$ cat src/rtl/mips_pkg.sv
// Shared MIPS core constants: default address width, return-address stack depth,
// and the count-width helper used by the stack.
package mips_pkg;

  localparam int unsigned RA_AW    = 32;
  localparam int unsigned RA_DEPTH = 8;

  // Width needed to hold an occupancy of 0..depth inclusive.
  function automatic int unsigned ra_cnt_w(input int unsigned depth);
    return $clog2(depth) + 1;
  endfunction

endpackage

$ cat src/rtl/ra_stack_mem.sv
// DEPTH x AW register array: one synchronous write port, one combinational read port.
module ra_stack_mem #(
  parameter int unsigned DEPTH = 8,
  parameter int unsigned AW    = 32
) (
  input  logic                     clk,
  input  logic                     we,
  input  logic [$clog2(DEPTH)-1:0] waddr,
  input  logic [AW-1:0]            wdata,
  input  logic [$clog2(DEPTH)-1:0] raddr,
  output logic [AW-1:0]            rdata
);

  logic [AW-1:0] mem [DEPTH];

  // Contents need no reset: the reader masks them while the stack is empty.
  always_ff @(posedge clk) begin
    if (we) mem[waddr] <= wdata;
  end

  assign rdata = mem[raddr];

endmodule

$ cat src/rtl/ra_stack.sv
// Return-address stack for the jump-register path: JAL pushes PC+4, JR pops with zero-latency peek.
// Define RA_STACK_CHECK_EN to add jr_target comparison with a mispredict flag and saturating counter.
module ra_stack
  import mips_pkg::*;
#(
  parameter int unsigned DEPTH = RA_DEPTH,
  parameter int unsigned AW    = RA_AW
) (
  input  logic                          clk,
  input  logic                          rst_n,
  input  logic                          push_en,
  input  logic [AW-1:0]                 push_addr,
  input  logic                          pop_en,
`ifdef RA_STACK_CHECK_EN
  input  logic [AW-1:0]                 jr_target,
  output logic                          mispredict,
  output logic [15:0]                   mispred_cnt,
`endif
  output logic [AW-1:0]                 top_addr,
  output logic                          top_valid,
  output logic [ra_cnt_w(DEPTH)-1:0]    count,
  output logic                          full,
  output logic                          overflow,
  output logic                          underflow
);

  localparam int unsigned PW = $clog2(DEPTH);
  localparam int unsigned CW = ra_cnt_w(DEPTH);

  logic [PW-1:0] top_ptr, ptr_nxt, wr_ptr;
  logic [CW-1:0] cnt_q, cnt_nxt;
  logic          empty_c, full_c, we_c, ovf_set_c, unf_set_c;
  logic [AW-1:0] rd_data;

  assign empty_c = (cnt_q == '0);
  assign full_c  = (cnt_q == CW'(DEPTH));

  // Next pointer/count and write-port control for each push/pop combination.
  always_comb begin
    ptr_nxt   = top_ptr;
    cnt_nxt   = cnt_q;
    wr_ptr    = top_ptr + PW'(1);
    we_c      = 1'b0;
    ovf_set_c = 1'b0;
    unf_set_c = 1'b0;
    case ({push_en, pop_en})
      2'b10: begin
        we_c    = 1'b1;
        ptr_nxt = top_ptr + PW'(1);
        if (full_c) ovf_set_c = 1'b1;
        else        cnt_nxt   = cnt_q + CW'(1);
      end
      2'b01: begin
        if (empty_c) begin
          unf_set_c = 1'b1;
        end else begin
          ptr_nxt = top_ptr - PW'(1);
          cnt_nxt = cnt_q - CW'(1);
        end
      end
      2'b11: begin
        we_c = 1'b1;
        if (empty_c) begin
          ptr_nxt = top_ptr + PW'(1);
          cnt_nxt = CW'(1);
        end else begin
          wr_ptr = top_ptr;
        end
      end
      default: ;
    endcase
  end

  always_ff @(posedge clk or negedge rst_n) begin
    if (!rst_n) begin
      top_ptr   <= '0;
      cnt_q     <= '0;
      overflow  <= 1'b0;
      underflow <= 1'b0;
    end else begin
      top_ptr   <= ptr_nxt;
      cnt_q     <= cnt_nxt;
      overflow  <= overflow  | ovf_set_c;
      underflow <= underflow | unf_set_c;
    end
  end

  ra_stack_mem #(
    .DEPTH (DEPTH),
    .AW    (AW)
  ) u_mem (
    .clk   (clk),
    .we    (we_c),
    .waddr (wr_ptr),
    .wdata (push_addr),
    .raddr (top_ptr),
    .rdata (rd_data)
  );

  assign top_valid = !empty_c;
  assign top_addr  = empty_c ? '0 : rd_data;
  assign count     = cnt_q;
  assign full      = full_c;

`ifdef RA_STACK_CHECK_EN
  assign mispredict = pop_en && top_valid && (top_addr != jr_target);

  always_ff @(posedge clk or negedge rst_n) begin
    if (!rst_n)                                  mispred_cnt <= '0;
    else if (mispredict && mispred_cnt != '1)    mispred_cnt <= mispred_cnt + 16'(1);
  end
`endif

endmodule

$ cat config.mk
export PLATFORM = sky130hd
export DESIGN_NAME = ra_stack
export DESIGN_NICKNAME = d
export VERILOG_FILES = /design/src/rtl/mips_pkg.sv /design/src/rtl/ra_stack_mem.sv /design/src/rtl/ra_stack.sv
export SDC_FILE = /design/constraint.sdc
export NUM_CORES = 1
export LEC_CHECK = 0
export CAP_MARGIN = 20
export CELL_PAD_IN_SITES_DETAIL_PLACEMENT = 1
export CELL_PAD_IN_SITES_GLOBAL_PLACEMENT = 2
export CORE_MARGIN = 10
export CORE_UTILIZATION = 40
export DETAILED_ROUTE_END_ITERATION = 12
export GPL_TIMING_DRIVEN = 1
export PLACE_DENSITY_LB_ADDON = 0.1
export SYNTH_ARGS = -nofsm -noshare
export SYNTH_HDL_FRONTEND = slang
export SYNTH_SLANG_ARGS = --single-unit
$ cat constraint.sdc
create_clock -name clk -period 6.5 [get_ports clk]
set_clock_uncertainty 0.1 [all_clocks]
set_input_delay 0.975 -clock clk [delete_from_list [all_inputs] [get_ports clk]]
set_output_delay 0.975 -clock clk [all_outputs]
set_load 0.02 [all_outputs]
Word level (Yosys, flattened, before mapping)
Memories as Yosys holds them, arrays and structs flattened. Cells that the tools add are included.

Flip-flop bits (word level): 9. Memories kept: 1. Word-level logic and storage cells: 40. Bits of input ports: 36. Bits in writable memories: 256.

Memories: u_mem.mem (words 8, width 32, rd ports 1, clocked after Yosys merged registers in 0, wr ports 1, RTL line ra_stack_mem.sv:14) `logic [AW-1:0] mem [DEPTH];`.

Mux-type cells: 16. Reduce and logical (&&, ||, !) cells: 6. Bitwise logic cells: 2. Eq/ne operators: 7. Add/subtract/negate cells: 4.

Operators by type and width (number): $mux W32 (1); $mux W4 (3); $pmux W4 S3 (1); $mux W3 (3); $pmux W3 S3 (1); $mux W1 (7); $ne A2 B2 Y1 const B (3); $add A4 B1 Y4 const B (1); $eq A2 B2 Y1 const B (2); $eq A4 B4 Y1 const B (1); $logic_not A4 Y1 (1); $reduce_and A4 Y1 (1); $sub A4 B1 Y4 const B (1); $add A3 B1 Y3 const B (1); $reduce_bool A3 Y1 (1); $sub A3 B1 Y3 const B (1); $eq A2 B1 Y1 const B (1); $or A1 B1 Y1 (2); $reduce_and A2 Y1 (1); $reduce_or A2 Y1 (1); $logic_not A1 Y1 (1).

Depth between registers and ports, before layout
Gate-level depths: netlist (run 1).

Depth in word-level cells: 5. Depth in mapped cells: 7. Mapped depth without buffers: 6.

Modules after synthesis
A second synthesis (run 1) with hierarchy kept.

Cell total of the unflattened synthesis: 489. Area, all modules: 10696.5 sq um.

Modules (own cells, without submodules): ra_stack_mem (cells each 383, sequential area each 7687.4 sq um, instances 1, area each 9825.7 sq um); ra_stack (cells each 106, sequential area each 225.2 sq um, instances 1, area each 870.8 sq um).

Worst setup path after synthesis (run 1)
Ideal clock, no wire load.

Path kind: input port to flip-flop. Start point: input port push_en. End point: memory u_mem.mem[0][0] (enable). Setup time: 0.470 ns. Path buffers: 0. Cell stages on the path: 3. Required time: 5.930 ns. Setup slack: 1.811 ns. Arrival: 4.120 ns. Path through: inv_1 or4_2 a211oi_1.

Longest elaborated chain between the ends: 5. Elaborated cells between the ends (all ways): 7.

Ends and longest elaborated chain: from (decl) (RTL line ra_stack.sv:11) `input logic push_en,`; $eq A2 B2 Y1 (RTL line ra_stack.sv:46) `case ({push_en, pop_en})`; $reduce_or A2 Y1 (no line); $mux W1 (RTL line ra_stack.sv:46); $mux W1 (RTL line ra_stack_mem.sv:18) `if (we) mem[waddr] <= wdata;`; $mux W1 (implied by the code) (RTL line ra_stack_mem.sv:18); to (decl) (RTL line ra_stack_mem.sv:14).

Several ways; a longest one is shown, not always the timed one.

Worst setup path after layout (run 1)
Start point: register top_ptr[0]. End point: output port top_addr[15].

Longest elaborated chain between the ends: 2.

Ends and longest elaborated chain: from (decl) (RTL line ra_stack.sv:30) `logic [PW-1:0] top_ptr, ptr_nxt, wr_ptr;`; from (signal assigned) (RTL line ra_stack.sv:81) `top_ptr <= ptr_nxt;`; $mem_v2 Z8 W32; $mux W32 (RTL line ra_stack.sv:101) `assign top_addr = empty_c ? '0 : rd_data;`; to (decl) (RTL line ra_stack.sv:19) `output logic [AW-1:0] top_addr,`.

No other way between the ends.

==> results of run 1 <==
[power by group through the flow]
stage | registers [mW] | clock network (mW) | logic (mW)
floorplan | 2.37 | 0 | 1.47
finish | 2.51 | 1.49 | 2.13
CTS | 2.53 | 1.53 | 2.19
global route | 2.56 | 1.60 | 2.31
global placement | 2.54 | 0 | 2.16
detailed placement | 2.56 | 0 | 2.18
[layer usage]
metal  vias to the layer above  global-route usage [%]
met3                        25                    2.27
met4                         0                    3.29
met1                      2629                    16.8
li1                       2209                       -
met2                       113                    23.6
met5                         -                       0
[cells in the final DEF (no fill, tap or decap), drive strengths merged, types with 3 or more instances in the layout]
cell,instances
a211oi,8
a21oi,3
buf,13
clkbuf,40
clkdlybuf4s50,75
clkinv,6
dfrtp,9
edfxtp,256
ha,3
inv,6
mux2i,37
mux4,64
nand2,3
nor2,33
nor2b,3
o221ai,4
or4,3
xnor2,4
[stage by stage]
step	hold WS [ps]	std cells	setup slack [ps]	utilization (%)	instance area [µm²]
6_report	359	933	2100	48.5	12600
5_1_grt	372	933	1850	48.5	12600
4_1_cts	362	932	1970	48.5	12600
3_5_place_dp	347	884	1650	45.2	11700
3_3_place_gp	344	884	1740	45.2	11700
2_1_floorplan	465	491	1810	-	10500
[worst paths after layout]
check | startpoint | end
worst max-delay path | top_ptr[0] | top_addr[15]
worst min-delay path | overflow | overflow
worst max register to register | top_ptr[1] | u_mem.mem[0][11]
worst min register to register | overflow | overflow
max in group asynchronous | rst_n | top_ptr[1]
min in group asynchronous | rst_n | overflow
[sequential cells by signal, summed over array words and instances, names as in the netlist]
signal,cells
top_ptr,3
underflow,1
u_mem.mem,256
overflow,1
count,4
[logic make-up (layout without fill, tap and decap cells)]
kind of cell | count (synthesis) | in the layout
DFF | 265 | 265
muxes | 101 | 101
and+or+nand+nor | 55 | 55
buffers and inverters | 35 | 142
AOI/OAI and AO/OA | 27 | 27
xor gates and xnor gates | 5 | 5
adders and majority gates | 3 | 3
[final cells by class]
type,instances,area share [%]
multi-input combinational,191,20.1
tap,335,3.32
clock inverter,8,0.685
timing repair buffer,88,6.86
sequential,265,62.8
clock buffer,40,6.08
inverter,6,0.179
==> results.py, run 1 <==
metrics = {
    "outcome": {
        "status": "finished clean",
    },
    "floorplan": {
        "fp.dieW_um": 182,
        "die-area_um2": 33200,
        "fp.dieH_um": 182,
        "io_pins": 76,
        "core_area_um2": 26000,
        "initial_utilization_pct": 40.5,
        "num_rows": 59,
    },
    "clocking": {
        "postCtsSetupBuffers": 0,
        "htree_levels": 1,
        "clock-root-buffer": "clkbuf_16",
        "cts_buffer_depth": 3,
        "cts-buffers-inserted": 28,
        "postCtsHoldBufs": 0,
        "worstSkewPairLatency_ps": 530,
        "tritoncts": "yes",
        "clock_sinks": 265,
        "clk_pin_slew_worst_paths_ps": 60,
        "cts_resized": 0,
    },
    "worst_setup_path": {
        "crit_family": "buffers and inverters",
        "worstPathRequired_ps": 5420,
        "crit_buf_inv": 2,
        "reg2regPathDepth": 6,
        "crit_path_top_delay_cell": "dfrtp_4",
        "slowest_delay_ps": 910,
        "path_class": "reg -> out",
        "worst-path-max-fanout": 33,
        "reg2reg_slack_ps": 2610,
        "crit_cells": 5,
        "path_cells": "buf_4 -> mux4_2 -> mux2i_1 -> nor2_1 -> clkdlybuf4s50_1",
        "end_kind": "primary output",
        "worst_setup_path_start_kind": "flop",
        "critPathArrivalTime_ps": 3320,
    },
    "global_route": {
        "grt_pass1_wl_um": 34700,
        "grt_pass1_vias": 5689,
        "antenna_found_initial": 0,
        "grt_use_total_pct": 13.4,
        "grt_max_degree": 71,
        "overflow": 0,
    },
    "route": {
        "wl_met2_um": 11500,
        "num_vias": 4976,
        "drtIter0Drc": 287,
        "met1_length_um": 9650,
        "drc": 0,
        "dr_wl_met3_um": 1060,
        "top_layer": "met4",
        "wire_per_inst_um": 24.2,
        "drt_pass1_iterations": 4,
        "viasPerCell": 5.33,
        "wl_um": 22600,
        "ant_nets": 0,
    },
    "cells_and_area": {
        "seq_area_um2": 7920,
        "n_antenna_cell": 0,
        "multiInputGateArea_um2": 2530,
        "nets": 619,
        "area_growth_pct": 19.7,
        "drive_gt1_share_pct": 21.9,
        "fillers": 2374,
    },
    "yosys": {
        "synthXorXnorAreaFrac_pct": 0.594,
        "synthAdderAreaFrac_pct": 0.356,
        "synth_edf_count": 256,
        "synth_seq_cells": 265,
        "synth_most_common_cell": "edfxtp_1",
        "ys_types": 42,
        "synth-main-ff-cell": "edfxtp_1",
        "synthesis.instances": 491,
        "synth_area_leaders": "edfxtp_1 73%, mux4_2 14%, mux2i_1 3.5%",
        "avgSynthCellArea_um2": 21.4,
        "synth.cell_area_um2": 10500,
        "ys_seq_area_share_pct": 75.1,
        "synth_compound_area_share_pct": 2.17,
        "ys_warn_count": 0,
        "yosys.area_share.simple_pct": 2.73,
        "syn-num-nets": 530,
        "synth_commonest_cells": "256 x edfxtp_1, 64 x mux4_2, 37 x mux2i_1, 33 x nor2_1, 10 x clkbuf_1",
        "synth_area_leader_cell": "edfxtp_1",
        "synth_top_family_by_area": "multiplexers",
        "synthMuxAreaShare_pct": 17.2,
        "synthArstFlopShare_pct": 3.40,
        "yosys.area.top_type_share_pct": 73.0,
    },
    "pwr": {
        "finalPower_mw": 6.14,
        "p_leak_nw": 4.09,
        "clkPwrFrac_pct": 24.3,
        "switchingPower_mw": 1.97,
        "power_density_nw_per_um2": 487,
        "swShare_pct": 32.1,
        "ir_worst_vdd_v": 0.000287,
        "intPower_mw": 4.17,
        "p_comb_share_pct": 34.7,
        "pwr-share-seq_pct": 40.9,
    },
    "placement": {
        "dp_hpwl_um": 13200,
        "gp_congestion": 0.747,
        "place.port_buffers": 75,
    },
    "worst_hold_path": {
        "whs_path_depth": 1,
        "hold_path.class": "reg -> reg",
    },
    "sta": {
        "period_share_pct": 67.6,
        "tns_ps": 0,
        "max_slew_margin_pct": 29.1,
        "worst_pin_slew_ps": 1060,
        "finalHoldViolations": 0,
        "period_needed_ps": 4400,
        "rsz0062_at_grt": "false",
        "setup_viol": 0,
        "fmax_mhz": 227,
        "drv_slew": 0,
    },
    "flow_run": {
        "cap_violations": 0,
    },
}
Power figures use the tool's default switching activity.
==> inputs of run 2 (changes only) <==
==> constraint.sdc (replaced) <==
create_clock -name clk -period 4.6 [get_ports clk]
set_clock_uncertainty 0.1 [all_clocks]
set_input_delay 0.69 -clock clk [delete_from_list [all_inputs] [get_ports clk]]
set_output_delay 0.69 -clock clk [all_outputs]
set_load 0.02 [all_outputs]
==> run 2 against run 1 <==
Net effect: register-to-register slack worse by 1400 ps; clock-buffer cell count decreased by 4; largest cell class unchanged; first-iteration DRC count up 9.4%; critical endpoint is now top_addr[14]; sequential cell count unchanged; largest power group unchanged; non-clock buffer count grew 9; final cell count is 1.2% higher; critical path type unchanged; combinational power grew 43%; critical path depth decreased by 1.
==> results.py, run 2 (same netlist as run 1, synthesis figures left out) <==
metrics = {
    "cells_and_area": {
        "n_antenna_cell": 0,
        "final_cell_mix": "256 x edfxtp_1, 75 x clkdlybuf4s50_1, 64 x mux4_2",
        "nets": 627,
        "regMostFlops": "u_mem.mem",
        "largest_reg_flops": 256,
        "final_util_pct": 48.6,
        "drive_gt1_share_pct": 24.3,
        "final_common_cell": "edfxtp_1",
        "fillers": 2382,
        "area_growth_pct": 19.9,
    },
    "clocking": {
        "tritoncts": "yes",
        "cts_buffer_depth": 3,
        "clock_sinks": 265,
        "postCtsHoldBufs": 0,
        "clk_pin_slew_worst_paths_ps": 60,
        "worstSkewPairLatency_ps": 540,
        "htree_levels": 1,
        "cts-buffers-inserted": 27,
        "cts_resized": 0,
        "postCtsSetupBuffers": 0,
        "clock-root-buffer": "clkbuf_16",
    },
    "route": {
        "viasPerCell": 5.38,
        "wire_per_inst_um": 24.0,
        "drc": 0,
        "wl_um": 22700,
        "drt_pass1_iterations": 4,
        "num_vias": 5082,
        "drtIter0Drc": 314,
        "ant_nets": 0,
    },
    "placement": {
        "dp_hpwl_um": 13600,
        "place.port_buffers": 75,
        "preCtsSetupSlack_ps": 841,
        "gp_congestion": 0.705,
    },
    "pwr": {
        "switchingPower_mw": 2.83,
        "intPower_mw": 5.78,
        "ir_worst_vdd_v": 0.000344,
        "p_leak_nw": 4.12,
        "pwr-share-seq_pct": 41.3,
        "finalPower_mw": 8.61,
        "swShare_pct": 32.8,
        "power_density_nw_per_um2": 682,
        "clkPwrFrac_pct": 23.4,
        "p_comb_share_pct": 35.3,
    },
    "floorplan": {
        "num_rows": 59,
        "fp.dieH_um": 182,
        "core_area_um2": 26000,
        "fp.dieW_um": 182,
        "io_pins": 76,
        "initial_utilization_pct": 40.5,
        "die-area_um2": 33200,
    },
    "worst_setup_path": {
        "end_kind": "primary output",
        "rr_endpoint": "u_mem.mem[6][13]",
        "worst_setup_path_start_kind": "flop",
        "reg2regPathDepth": 5,
        "worst-path-max-fanout": 70,
        "worstPathRequired_ps": 3810,
        "reg2reg_slack_ps": 1230,
        "path_class": "reg -> out",
        "critPathArrivalTime_ps": 3090,
        "reg2reg_from": "top_ptr[1]",
    },
    "sta": {
        "fmax_mhz": 257,
        "max_slew_margin_pct": 29.1,
        "worst_pin_slew_ps": 1060,
        "period_needed_ps": 3880,
        "setup_viol": 0,
        "post-route-worst-setup-slack_ps": 716,
        "period_share_pct": 84.4,
        "finalHoldViolations": 0,
        "tns_ps": 0,
        "hold_slack_ps": 365,
        "drv_slew": 0,
        "rsz0062_at_grt": "false",
    },
    "global_route": {
        "grt_pass1_wl_um": 35300,
        "grt_pass1_vias": 5728,
        "antenna_found_initial": 0,
        "grt_max_degree": 71,
        "overflow": 0,
        "grt_use_total_pct": 13.6,
    },
    "outcome": {
        "status": "finished clean",
    },
    "flow_run": {
        "cap_violations": 0,
    },
    "worst_hold_path": {
        "hold_path.class": "in -> async",
    },
}
run 2: worst max-delay path by stage:
| stage | startpoint | to | slack [ps] | depth (start not counted) |
|---|---|---|---|---|
| global placement | push_en | u_mem.mem[1][8] | 940 | 5 |
| finish | top_ptr[1] | top_addr[14] | 720 | 4 |
| global route | top_ptr[0] | top_addr[28] | 540 | 5 |
| CTS | top_ptr[0] | top_addr[14] | 650 | 5 |
| floorplan | top_ptr[0] | u_mem.mem[0][0] | 110 | 7 |
| detailed placement | push_en | u_mem.mem[2][7] | 840 | 5 |
run 2: per-stage QoR:
| stage | cell area (µm²) | cells |
|---|---|---|
| after detailed placement | 11800 | 894 |
| after global placement | 11800 | 894 |
| after global routing | 12600 | 944 |
| final | 12600 | 944 |
| after CTS | 12600 | 944 |
| after floorplan | 10500 | 491 |
run 2: per-layer routing:
| layer | up-vias | GRT usage, % | part of all wire [%] |
|---|---|---|---|
| met1 | 2732 | 18.2 | 45 |
| met3 | 28 | 2.59 | 4.0 |
| li1 | 2232 | - | - |
| met4 | 0 | 3.45 | 1.6 |
| met5 | - | 0 | 0 |
| met2 | 90 | 22.3 | 49 |
run 2: power groups by stage:
| stage | sequential [mW] | clock, mW | combinational [mW] |
|---|---|---|---|
| final | 3.55 | 2.02 | 3.04 |
| after CTS | 3.57 | 2.07 | 3.13 |
| after detailed placement | 3.62 | 0 | 3.11 |
| after global placement | 3.60 | 0 | 3.09 |
| after floorplan | 3.35 | 0 | 2.08 |
| after global routing | 3.62 | 2.17 | 3.30 |
run 2: worst max-delay path, stage by stage, from the launching register on:
cell and delay, ps:
dfrtp_4 1110, mux4_2 420, mux2i_1 330, nor2_1 90
clkdlybuf4s50_1 560
run 2: layout make-up:
type | count | area, µm² | area share, %
inverters | 6 | 22.5 | 0.178
clock buffers | 36 | 739 | 5.85
repair buffers | 97 | 916 | 7.25
well taps | 335 | 419 | 3.32
multi-input cells | 191 | 2530 | 20.0
flip-flops and latches | 265 | 7920 | 62.7
clock inverters | 14 | 85.1 | 0.674
==> inputs of run 3 (changes only) <==
==> constraint.sdc (replaced) <==
create_clock -name clk -period 3.7 [get_ports clk]
set_clock_uncertainty 0.1 [all_clocks]
set_input_delay 0.555 -clock clk [delete_from_list [all_inputs] [get_ports clk]]
set_output_delay 0.555 -clock clk [all_outputs]
set_load 0.02 [all_outputs]
==> run 3 against run 2 <==
Net effect: clock-buffer cell count is 1 lower; setup slack worse by 440 ps; highest routed layer is now met5; final cell count is 0.74% higher; critical path depth stayed put; wire length is 1.8% higher; hold slack worse by 97 ps; sequential share of layout area is 1.3 points lower; combinational power is 34% higher; core utilization is 1.0 points higher; die area stayed put; power is 29% higher; first-iteration DRC count is 14% lower.
==> results.py, run 3 (same netlist as run 1, synthesis figures left out) <==
metrics = {
    "route": {
        "drc": 0,
        "drt_pass1_iterations": 4,
        "ant_nets": 0,
        "drtIter0Drc": 271,
        "wl_um": 23100,
        "wire_per_inst_um": 24.3,
        "viasPerCell": 5.34,
        "num_vias": 5074,
    },
    "placement": {
        "preCtsSetupSlack_ps": 450,
        "placed_area_um2": 12000,
        "gp_congestion": 0.711,
        "place.port_buffers": 75,
        "dp_hpwl_um": 13600,
    },
    "worst_setup_path": {
        "worst_setup_path_start_kind": "flop",
        "startpoint": "top_ptr[2]",
        "critPathArrivalTime_ps": 2770,
        "reg2reg_from": "top_ptr[1]",
        "worst-path-max-fanout": 30,
        "reg2regPathDepth": 7,
        "reg2reg_slack_ps": 740,
        "crit_end": "top_addr[2]",
        "rr_endpoint": "u_mem.mem[4][23]",
        "worstPathRequired_ps": 3040,
        "end_kind": "primary output",
        "path_class": "reg -> out",
    },
    "pwr": {
        "intPower_mw": 7.57,
        "power_density_nw_per_um2": 862,
        "finalPower_mw": 11.1,
        "ir_worst_vdd_v": 0.000565,
        "p_leak_nw": 4.24,
        "clkPwrFrac_pct": 24.3,
        "pwr-share-seq_pct": 39.0,
        "switchingPower_mw": 3.55,
        "swShare_pct": 31.9,
        "p_comb_share_pct": 36.7,
    },
    "global_route": {
        "grt_use_total_pct": 13.7,
        "use_met3_pct": 2.67,
        "antenna_found_initial": 1,
        "grt_pass1_wl_um": 35300,
        "grtUsageMet2_pct": 22.7,
        "overflow": 0,
        "busiest_layer": "met2",
        "grt_use_met1_pct": 18.3,
        "grt_max_degree": 44,
        "grt_pass1_vias": 5713,
    },
    "sta": {
        "finalHoldViolations": 0,
        "hold_slack_ps": 268,
        "max_slew_margin_pct": 35.8,
        "worst_pin_slew_ps": 963,
        "post-route-worst-setup-slack_ps": 278,
        "drv_slew": 0,
        "period_share_pct": 92.5,
        "fmax_mhz": 292,
        "setup_viol": 0,
        "tns_ps": 0,
        "rsz0062_at_grt": "false",
        "period_needed_ps": 3420,
    },
    "cells_and_area": {
        "final_common_cell": "edfxtp_1",
        "largest_reg_flops": 256,
        "regMostFlops": "u_mem.mem",
        "seq_area_um2": 7920,
        "n_antenna_cell": 0,
        "multiInputGateArea_um2": 2530,
        "area_growth_pct": 22.5,
        "final_cell_mix": "256 x edfxtp_1, 75 x clkdlybuf4s50_1, 64 x mux4_2",
        "fillers": 2361,
        "drive_gt1_share_pct": 24.5,
        "nets": 636,
        "stdcell_area_um2": 12900,
    },
    "worst_hold_path": {
        "hold_path.class": "in -> async",
    },
    "flow_run": {
        "cap_violations": 0,
    },
    "outcome": {
        "status": "finished clean",
    },
    "clocking": {
        "clock-root-buffer": "clkbuf_16",
        "tritoncts": "yes",
        "cts_resized": 0,
        "clock_sinks": 265,
        "cts-buffers-inserted": 28,
        "clk_pin_slew_worst_paths_ps": 60,
        "cts_buffer_depth": 3,
        "worstSkewPairLatency_ps": 530,
        "htree_levels": 1,
    },
    "floorplan": {
        "initial_utilization_pct": 40.5,
        "die-area_um2": 33200,
        "io_pins": 76,
        "fp.dieW_um": 182,
        "core_area_um2": 26000,
        "fp.dieH_um": 182,
        "num_rows": 59,
    },
}
## run 3: what timing repair did
action,4_1_cts,5_1_grt
hold endpoints to repair,0,0
buffers inserted,0,2
setup endpoints to repair,0,5
hold buffers,0,0
## run 3: per-stage QoR
| step | util (%) | cells |
|---|---|---|
| finish | 49.6 | 951 |
| global route | 49.6 | 951 |
| CTS | 49.5 | 949 |
| detailed placement | 46.0 | 900 |
| global placement | 46.0 | 900 |
| floorplan | - | 491 |
## run 3: worst min-delay path by stage
stage,start,endpoint,slack (ps),cells past startpoint
floorplan,rst_n,count[0],160,0
global placement,overflow,overflow,350,1
detailed placement,overflow,overflow,350,1
CTS,rst_n,underflow,270,1
global route,rst_n,overflow,290,1
finish,rst_n,underflow,270,1
## run 3: final cells by class
cell class                 instances  share of cell area (%)
timing repair buffer             105                    8.69
sequential                       265                    61.4
clock inverter                    14                    1.09
multi-input combinational        191                    19.6
tap                              335                    3.25
clock buffer                      35                    5.80
inverter                           6                   0.175
## run 3: layer usage
metal,vias up,part of all wire [%]
met1,2707,46
met2,89,49
met5,-,0.056
li1,2241,-
met3,35,4.3
met4,2,1.3
## run 3: critical path: stages (launching register included)
cell	delay [ps]
dfrtp_2	1000
buf_4	380
mux2i_1	250
nor2_1	60
clkdlybuf4s50_1	550
## run 3: power groups by stage
stage,Combinational [mW],Clock (mW),Sequential (mW)
global route,4.43,2.91,4.40
detailed placement,4.05,0,4.47
floorplan,2.60,0,4.15
CTS,4.06,2.78,4.41
global placement,4.03,0,4.43
finish,4.08,2.71,4.33
